===== src/rtl/pixel_sensor_controller_pkg.sv =====
// Shared configuration for the pixel sensor controller: code width, ramp
// length, erase length, controller states and the code presentation helper.
// Optional build macro: PIXEL_CTRL_SCENE_INVERT_EN (present inverted codes).
package PixelSensorConfig;

    localparam int PIXEL_BITS   = 8;
    localparam int RAMP_STEPS   = 2 ** PIXEL_BITS;
    localparam int ERASE_CYCLES = 2;

    typedef enum logic [2:0] {
        ST_IDLE,
        ST_ERASE,
        ST_EXPOSE,
        ST_CONVERT,
        ST_READOUT,
        ST_DONE
    } ctrl_state_t;

    // The sensor code grows with darkness; the inverted form recovers scene
    // brightness, so a saturated pixel reads 0.
    function automatic logic [PIXEL_BITS-1:0] present_code(input logic [PIXEL_BITS-1:0] code);
`ifdef PIXEL_CTRL_SCENE_INVERT_EN
        return PIXEL_BITS'(RAMP_STEPS - 1) - code;
`else
        return code;
`endif
    endfunction

endpackage


===== src/rtl/Counter.sv =====
// Generic up counter with synchronous clear (priority) and count enable.
module Counter #(
    parameter int WIDTH = 16
) (
    input  logic             clk,
    input  logic             reset,
    input  logic             clear,
    input  logic             enable,
    output logic [WIDTH-1:0] count
);

    // Clear wins over enable so a phase change restarts the count at zero.
    always_ff @(posedge clk or posedge reset) begin
        if (reset) begin
            count <= '0;
        end else if (clear) begin
            count <= '0;
        end else if (enable) begin
            count <= count + WIDTH'(1);
        end
    end

endmodule


===== src/rtl/pixel_capture_bank.sv =====
// Per-pixel code registers and capture flags. The read port returns the
// value each register will hold after the current edge, so the controller
// can load the first readout word on the same edge that saturates the bank.
module pixel_capture_bank
    import PixelSensorConfig::*;
#(
    parameter int PIXEL_COUNT = 4,
    parameter int IDX_W       = 2
) (
    input  logic                   clk,
    input  logic                   reset,
    input  logic                   clear,
    input  logic                   sample,
    input  logic                   saturate,
    input  logic [PIXEL_BITS:0]    ramp_count,
    input  logic [PIXEL_COUNT-1:0] cmp,
    input  logic [IDX_W-1:0]       rd_index,
    output logic [PIXEL_BITS-1:0]  rd_code
);

    logic [PIXEL_BITS-1:0]  code_q [PIXEL_COUNT];
    logic [PIXEL_BITS-1:0]  code_d [PIXEL_COUNT];
    logic [PIXEL_COUNT-1:0] flag_q;
    logic [PIXEL_COUNT-1:0] flag_d;
    logic [PIXEL_BITS-1:0]  step_code;

    assign step_code = PIXEL_BITS'(ramp_count - (PIXEL_BITS + 1)'(1));

    // First CMP seen high on pulse k captures k-1; at the end of the ramp any
    // pixel still uncaptured takes the full-scale code.
    always_comb begin
        code_d = code_q;
        flag_d = flag_q;
        for (int i = 0; i < PIXEL_COUNT; i++) begin
            if (clear) begin
                code_d[i] = '0;
                flag_d[i] = 1'b0;
            end else begin
                if (sample && !flag_q[i] && cmp[i]) begin
                    code_d[i] = step_code;
                    flag_d[i] = 1'b1;
                end
                if (saturate && !flag_d[i]) begin
                    code_d[i] = PIXEL_BITS'(RAMP_STEPS - 1);
                    flag_d[i] = 1'b1;
                end
            end
        end
        rd_code = code_d[rd_index];
    end

    // Code and flag storage.
    always_ff @(posedge clk or posedge reset) begin
        if (reset) begin
            for (int i = 0; i < PIXEL_COUNT; i++) begin
                code_q[i] <= '0;
            end
            flag_q <= '0;
        end else begin
            code_q <= code_d;
            flag_q <= flag_d;
        end
    end

endmodule


===== src/rtl/pixel_sensor_controller.sv =====
// Drives ERASE/EXPOSE/RAMP for a row of pixel sensors, converts each pixel's
// CMP edge into a code by counting RAMP pulses, then streams the codes out
// over a valid/ready handshake. Optional build macro:
// PIXEL_CTRL_SCENE_INVERT_EN (codes presented as full-scale minus code).
module pixel_sensor_controller
    import PixelSensorConfig::*;
#(
    parameter  int PIXEL_COUNT   = 4,
    parameter  int EXPOSE_CYCLES = 255,
    localparam int IDX_W         = (PIXEL_COUNT > 1) ? $clog2(PIXEL_COUNT) : 1
) (
    input  logic                   clk,
    input  logic                   reset,
    input  logic                   start,
    input  logic [PIXEL_COUNT-1:0] CMP,
    output logic                   ERASE,
    output logic                   EXPOSE,
    output logic                   RAMP,
    output logic                   busy,
    output logic [PIXEL_BITS-1:0]  data,
    output logic [IDX_W-1:0]       data_index,
    output logic                   data_valid,
    input  logic                   data_ready,
    output logic                   frame_done
);

    ctrl_state_t           state;
    ctrl_state_t           next_state;
    logic [15:0]           phase_count;
    logic [PIXEL_BITS:0]   ramp_count;
    logic                  ramp_low;
    logic                  phase_clear;
    logic                  phase_enable;
    logic                  ramp_clear;
    logic                  ramp_step;
    logic                  sample;
    logic                  saturate;
    logic [IDX_W-1:0]      next_index;
    logic [PIXEL_BITS-1:0] sel_code;

    assign phase_enable = (state == ST_ERASE) || (state == ST_EXPOSE);
    assign ramp_clear   = (state == ST_ERASE);

    Counter #(.WIDTH(16)) u_phase_counter (
        .clk    (clk),
        .reset  (reset),
        .clear  (phase_clear),
        .enable (phase_enable),
        .count  (phase_count)
    );

    Counter #(.WIDTH(PIXEL_BITS + 1)) u_ramp_counter (
        .clk    (clk),
        .reset  (reset),
        .clear  (ramp_clear),
        .enable (ramp_step),
        .count  (ramp_count)
    );

    pixel_capture_bank #(
        .PIXEL_COUNT (PIXEL_COUNT),
        .IDX_W       (IDX_W)
    ) u_capture_bank (
        .clk        (clk),
        .reset      (reset),
        .clear      (ramp_clear),
        .sample     (sample),
        .saturate   (saturate),
        .ramp_count (ramp_count),
        .cmp        (CMP),
        .rd_index   (next_index),
        .rd_code    (sel_code)
    );

    // Next-state, ramp stepping, capture strobes and readout index selection.
    always_comb begin
        next_state = state;
        ramp_step  = 1'b0;
        sample     = 1'b0;
        saturate   = 1'b0;
        next_index = data_index;
        case (state)
            ST_IDLE: begin
                if (start) begin
                    next_state = ST_ERASE;
                end
            end
            ST_ERASE: begin
                if (phase_count == 16'(ERASE_CYCLES - 1)) begin
                    next_state = ST_EXPOSE;
                end
            end
            ST_EXPOSE: begin
                if (phase_count == 16'(EXPOSE_CYCLES - 1)) begin
                    next_state = ST_CONVERT;
                    ramp_step  = 1'b1;
                end
            end
            ST_CONVERT: begin
                if (ramp_low) begin
                    sample = 1'b1;
                    if (ramp_count == (PIXEL_BITS + 1)'(RAMP_STEPS)) begin
                        saturate   = 1'b1;
                        next_state = ST_READOUT;
                        next_index = '0;
                    end else begin
                        ramp_step = 1'b1;
                    end
                end
            end
            ST_READOUT: begin
                if (data_valid && data_ready) begin
                    if (data_index == IDX_W'(PIXEL_COUNT - 1)) begin
                        next_state = ST_DONE;
                    end else begin
                        next_index = data_index + IDX_W'(1);
                    end
                end
            end
            ST_DONE: begin
                next_state = ST_IDLE;
            end
            default: begin
                next_state = ST_IDLE;
            end
        endcase
        phase_clear = (next_state != state);
    end

    // State register.
    always_ff @(posedge clk or posedge reset) begin
        if (reset) begin
            state <= ST_IDLE;
        end else begin
            state <= next_state;
        end
    end

    // Tracks which half of the current RAMP pulse we are in.
    always_ff @(posedge clk or posedge reset) begin
        if (reset) begin
            ramp_low <= 1'b0;
        end else if (state == ST_CONVERT) begin
            ramp_low <= !ramp_low;
        end else begin
            ramp_low <= 1'b0;
        end
    end

    // Every output is registered from the upcoming state so strobes line up
    // with the state they belong to.
    always_ff @(posedge clk or posedge reset) begin
        if (reset) begin
            ERASE      <= 1'b0;
            EXPOSE     <= 1'b0;
            RAMP       <= 1'b0;
            busy       <= 1'b0;
            data       <= '0;
            data_index <= '0;
            data_valid <= 1'b0;
            frame_done <= 1'b0;
        end else begin
            ERASE      <= (next_state == ST_ERASE);
            EXPOSE     <= (next_state == ST_EXPOSE);
            RAMP       <= ramp_step;
            busy       <= (next_state != ST_IDLE);
            data_valid <= (next_state == ST_READOUT);
            frame_done <= (next_state == ST_DONE);
            data_index <= next_index;
            if (next_state == ST_READOUT) begin
                data <= present_code(sel_code);
            end
        end
    end

endmodule


===== config.mk =====
export PLATFORM = sky130hd
export DESIGN_NAME = pixel_sensor_controller
export DESIGN_NICKNAME = d
export VERILOG_FILES = /design/src/rtl/pixel_sensor_controller_pkg.sv /design/src/rtl/Counter.sv /design/src/rtl/pixel_capture_bank.sv /design/src/rtl/pixel_sensor_controller.sv
export SDC_FILE = /design/constraint.sdc
export NUM_CORES = 1
export LEC_CHECK = 0
export BUFFER_PORTS_ARGS = -buffer_cell sky130_fd_sc_hd__buf_2
export CAP_MARGIN = 20
export CORE_ASPECT_RATIO = 1.2
export CORE_UTILIZATION = 55
export CTS_BUF_LIST = sky130_fd_sc_hd__clkbuf_16
export DETAILED_ROUTE_END_ITERATION = 8
export PLACE_DENSITY = 0.77
export SLEW_MARGIN = 5
export SYNTH_ARGS = -nofsm -noshare
export SYNTH_HDL_FRONTEND = slang
export SYNTH_SLANG_ARGS = --single-unit

===== constraint.sdc =====
create_clock -name clk -period 3.05 [get_ports clk]
set_clock_uncertainty 0.2 [all_clocks]
set_input_delay 0 -clock clk [delete_from_list [all_inputs] [get_ports clk]]
set_output_delay 0 -clock clk [all_outputs]
set_load 0.02 [all_outputs]

=== Word level (Yosys, flattened, before mapping) ===
Cells that the tools add are included.

* Bits in registers: 81
* Input port bits: 8
* Output and inout bits: 16
* Logic and storage cells: 121

* Add/sub/neg operators: 4
* $lt $le $gt $ge: 1
* Eq/ne operators: 13
* Multiplexer cells: 58
* Bitwise operators: 1
* Reductions and logical operators: 27

{| class="wikitable"
|+ Operator list
! operator !! number
|-
| $mux 8 || 14
|-
| $mux 16 || 2
|-
| $mux 1 || 25
|-
| $mux 3 || 7
|-
| $mux 9 || 2
|-
| $add 16x1->16 const B || 1
|-
| $bmux 8 s2 || 1
|-
| $eq 16x1->1 const B || 1
|-
| $eq 16x8->1 const B || 1
|-
| $pmux 3 s5 || 1
|-
| $logic_and 1x1->1 || 13
|-
| $add 9x1->9 const B || 1
|-
| $eq 3x2->1 const B || 3
|-
| $eq 3x3->1 const B || 3
|-
| $eq 9x9->1 const B || 1
|-
| $logic_not 1->1 || 9
|-
| $mux 2 || 4
|-
| $sub 8x1->8 const B || 1
|-
| $eq 3x1->1 const B || 2
|-
| $pmux 2 s2 || 1
|-
| $reduce_bool 2->1 || 2
|-
| $ge 3x3->1 const B || 1
|-
| $logic_not 3->1 || 1
|-
| $ne 3x3->1 || 1
|-
| 6 further kinds || 6
|}

=== Longest topological paths before layout ===
* Depth after elaboration: 13
* Gate-level depth with buffers: 12

=== Modules after synthesis ===
From an unflattened synthesis, not the netlist that was laid out.

* Cell total of the unflattened synthesis: 407
* Area total of the unflattened synthesis: 4150.2 µm²

{| class="wikitable"
|+ Modules (own cells, without submodules)
! module !! instances !! cells each !! area an instance (µm²) !! seq. area each (µm²)
|-
| pixel_capture_bank || 1 || 195 || 1935.6 || 900.9
|-
| pixel_sensor_controller || 1 || 86 || 957.2 || 500.5
|-
| Counter at u_phase_counter || 1 || 82 || 808.3 || 400.4
|-
| Counter at u_ramp_counter || 1 || 44 || 449.2 || 225.2
|}

=== Least setup slack after synthesis ===
Ideal clock, no wire load.

* Kind: register to register
* Start: reg u_ramp_counter.count[0]
* End: reg data[7]
* Library setup time: 0.120 ns
* Arrival time: 2.403 ns
* Required time: 2.730 ns
* Slack: 0.327 ns
* Stages on the path, launching flop included: 12
* Clock period less this slack: 2.723 ns
* Cell sequence: dfrtp_1 -> clkbuf_1 -> inv_1 -> ha_1 -> or4bb_1 -> nor3_2 -> or3_1 -> buf_6 -> clkinv_8 -> o2111a_1 -> a211o_1 -> a31o_1

* Elaborated cells between the ends (all ways): 32
* Classes of those cells: 1 x add/sub; 2 x eq/ne; 24 x mux; 1 x bitwise; 4 x reduce/logical

{| class="wikitable"
|+ RTL lines
! element !! RTL line !! RTL
|-
| from (decl) || Counter.sv:9 || <nowiki>output logic [WIDTH-1:0] count</nowiki>
|-
| from (signal assigned) || Counter.sv:19 || <nowiki>count <= count + WIDTH'(1);</nowiki>
|-
| $eq 9x9->1 || pixel_sensor_controller.sv:102 || <nowiki>if (ramp_count == (PIXEL_BITS + 1)'(RAMP_STEPS)) begin</nowiki>
|-
| $mux 2 || pixel_sensor_controller.sv:102 ||
|-
| $mux 2 || pixel_sensor_controller.sv:100 || <nowiki>if (ramp_low) begin</nowiki>
|-
| $pmux 2 s2 || pixel_sensor_controller.sv:82 || <nowiki>case (state)</nowiki>
|-
| named net next_index[0] || pixel_sensor_controller.sv:38 || <nowiki>logic [IDX_W-1:0] next_index;</nowiki>
|-
| $not 2->3 (implied by the code) || pixel_capture_bank.sv:49 || <nowiki>rd_code = code_d[rd_index];</nowiki>
|-
| $bmux 8 s2 || pixel_capture_bank.sv:49 ||
|-
| $mux 8 (implied by the code) (2 in series) || pixel_capture_bank.sv:49 ||
|-
| to (signal assigned) || pixel_sensor_controller.sv:171 || <nowiki>data <= present_code(sel_code);</nowiki>
|-
| to (decl) || pixel_sensor_controller.sv:20 || <nowiki>output logic [PIXEL_BITS-1:0] data,</nowiki>
|}

The timed path passes the listed nets, and every way through them passes these cells. The select of a mux whose other input is x is not followed.
A chain may end at the register's enable or synchronous reset.

=== Final worst setup path ===
* Start: reg u_ramp_counter.count[1]
* End: reg data[7]

Same word-level chain as after synthesis.

==> flow_summary.toml <==
[worst_setup_path]
cp_max_fo = 10
endpoint_kind = "register"
cp-start-kind = "register"
crit_arrival_ns = 2.84
r2r_cells = 9
worst_path_largest_cell_delay_ns = 0.48
r2r_slack_ns = 0.24
path_class = "register to register"
path_cells = "inv_1 -> ha_1 -> or4bb_1 -> nor3_2 -> or3_4 -> clkinv_8 -> o2111a_1 -> a211o_1 -> a31o_1"
cp.required_ns = 3.08
slowest_stage = "or4bb_1"

[layout]
finalInstanceArea_mm2 = 0.00499
layout.cells.non_filler = 586
diodes = 0
fin_nets = 503
area_growth_pct = 15.4
drive_gt1_share_pct = 16.2

[sta]
setup_viol = 0
drv_slew = 0
finalHoldViolCount = 0
worst_pin_slew_ns = 0.611
period_share_pct = 92.0
max_freq_ghz = 0.356
period_needed_ns = 2.81
rsz0062_at_grt = "no"
fin_tns_setup_ns = 0
max_slew_margin_pct = 59.3

[grt]
grt_pass1_vias = 3443
grt-ovfl-total = 0
gr-usage-all-layers_pct = 26.9
antenna_found_initial = 0
grt_pass1_wl_um = 17200
grt_max_degree = 50

[routing]
avgViaCountPerCell = 6.23
drt_iter0_drc = 280
wirelength_um = 10600
routedWlPerCell_um = 18.1
drc = 0
via_count = 3648
postRouteAntennaNets = 0
drt_first_pass_iters = 5

[clocking]
insertion_delay_ns = 0.34
cts.sinks = 81
cts_tree = "done"
cts_root_buf = "clkbuf_16"
h-tree-depth = 3
cts_buffers = 9
cts.clk_slew.worst_paths_ns = 0.06
clockBufferDepth = 2

[die]
dieArea_mm2 = 0.00822
die_y_um = 99.1
num_io_pins = 24
die_w_um = 82.9
initial_core_util_pct = 56.4
placementRows = 35
core_mm2 = 0.00766

[placement]
dp_hpwl_um = 7540
dp.cells = 564
port_buffers = 23
placed_area_mm2 = 0.00460
gp_congestion = 0.943

[synth]
ys_types = 70
synthesis.nets = 465
async_reset_ff_share_pct = 100
synth_edf_count = 0
ys.flop_type = "dfrtp_1"
syn_area_mm2 = 0.00432
syn_area_per_cell_um2 = 9.58
synth-seq-area-share_pct = 46.9
syn_inst = 451
synth_warnings = 0
ys_ff_latch = 81

[power]
powerDensity_mw_per_mm2 = 750
leakagePower_nw = 2.32
peakVddDrop_mv = 0.416
total_power_mw = 3.74

[job]
cap_viol_max_count = 0

[run_status]
outcome = "finished clean"

[hold_path]
hp-class = "input port to async pin"
kinds of logic (layout without fill, tap and decap cells):
| logic type | after synthesis | count (layout) | synth area share [%] |
|---|---|---|---|
| flip-flops | 81 | 81 | 46.9 |
| adder cells (fa/ha/maj) | 6 | 6 | 1.74 |
| buffers and inverters | 35 | 78 | 4.00 |
| AND/OR/NAND/NOR | 200 | 200 | 25.2 |
| AO/OA/AOI/OAI | 101 | 101 | 16.5 |
| XOR/XNOR | 28 | 28 | 5.68 |
sequential cells by signal (all words and copies together) (netlist names):
register / count
EXPOSE: 1
u_phase_counter.count: 16
data_valid: 1
busy: 1
ERASE: 1
RAMP: 1
frame_done: 1
ramp_low: 1
data: 8
u_ramp_counter.count: 9
state: 3
data_index: 2
u_capture_bank.flag_q: 4
u_capture_bank.code_q: 32
per-layer routing:
layer  wire length [um]  global-route usage, %
met5                  0                      0
met3                524                   5.06
met4                383                   13.0
met2               5400                   45.4
met1               4310                   33.5
report_power, final:
group | total [mW] | leakage [nW] | switching (mW) | internal, mW
clock network | 1.16 | 0.153 | 0.442 | 0.717
logic | 1.22 | 1.05 | 0.767 | 0.457
registers | 1.36 | 1.11 | 0.102 | 1.26
repair_timing:
item | in CTS | in global routing
resized for setup | 0 | 1
setup buffers | 0 | 0
hold buffers | 6 | 0
endpoints found under the setup margin | 0 | 1
endpoints found under the hold margin | 99 | 0
layout by cell type (no fill, tap or decap), types with 4 or more instances in the layout:
cell and instances:
nor4b_1 4, xor2_1 21, xnor2_1 7, nor4_1 5, nand2_1 30, o22ai_1 4
buf_4 21, and2_1 5, nand4_1 7, o221ai_1 5, dlygate4sd3_1 6, a21o_1 6
or2_2 4, nand3_1 14, o21ai_1 4, dfrtp_1 81, nor3_1 11, and3_1 4
ha_1 6, or3_1 9, nand2b_1 4, a211oi_1 7, inv_1 9, clkbuf_16 9
nor2b_1 9, buf_2 23, a31oi_1 21, o21ai_0 12, a21oi_1 16, nor2_1 64
Yosys cell counts, drive strengths merged, types with 7 or more instances:
cell type / n / area (um^2)
nor2: 64 / 240
dfrtp: 81 / 2030
a31oi: 21 / 131
a211oi: 7 / 52.6
xor2: 21 / 184
or2: 7 / 43.8
nor2b: 10 / 62.6
nand3: 15 / 87.6
nor3: 12 / 65.1
clkbuf: 10 / 37.5
nand2: 30 / 113
o21ai: 17 / 88.8
a21oi: 17 / 96.4
xnor2: 7 / 61.3
nand4: 7 / 43.8
inv: 11 / 41.3
buf: 13 / 77.6
or3: 10 / 62.6
nor4: 7 / 65.1
layout make-up:
cell class | instances | area (um^2)
Fill cell | 612 | 2680
Multi-Input combinational cell | 335 | 2130
Sequential cell | 81 | 2030
Timing Repair Buffer | 50 | 333
Clock buffer | 9 | 225
Tap cell | 92 | 115
Clock inverter | 7 | 93.8
Inverter | 12 | 58.8
per-stage QoR:
stage	setup slack [ns]	util [%]	hold slack, ns
global placement	0.231	60.1	-0.0888
floorplan	0.327	-	-0.0119
global route	0.137	65.1	0.148
CTS	0.0659	65.0	0.106
finish	0.244	65.1	0.0957
detailed placement	0.144	60.1	-0.0821
final timing paths:
path                                               start                       end
worst min-delay path                               reset   u_ramp_counter.count[3]
worst max-delay path             u_ramp_counter.count[1]                   data[7]
worst max register to register   u_ramp_counter.count[1]                   data[7]
worst min register to register  u_capture_bank.code_q[3]  u_capture_bank.code_q[3]
max in group asynchronous                          reset  u_capture_bank.flag_q[0]
min in group clk                                   start                  state[0]
critical path: cells and delay by family (launching register included):
| kind | cells | cell delay, ns |
|---|---|---|
| AND/OR/NAND/NOR | 3 | 1.03 |
| buffers and inverters | 2 | 0.24 |
| adder cells (fa/ha/maj) | 1 | 0.17 |
| flip-flops | 1 | 0.46 |
| AO/OA/AOI/OAI | 3 | 0.59 |
No activity file was read; power rests on OpenSTA's default activity.
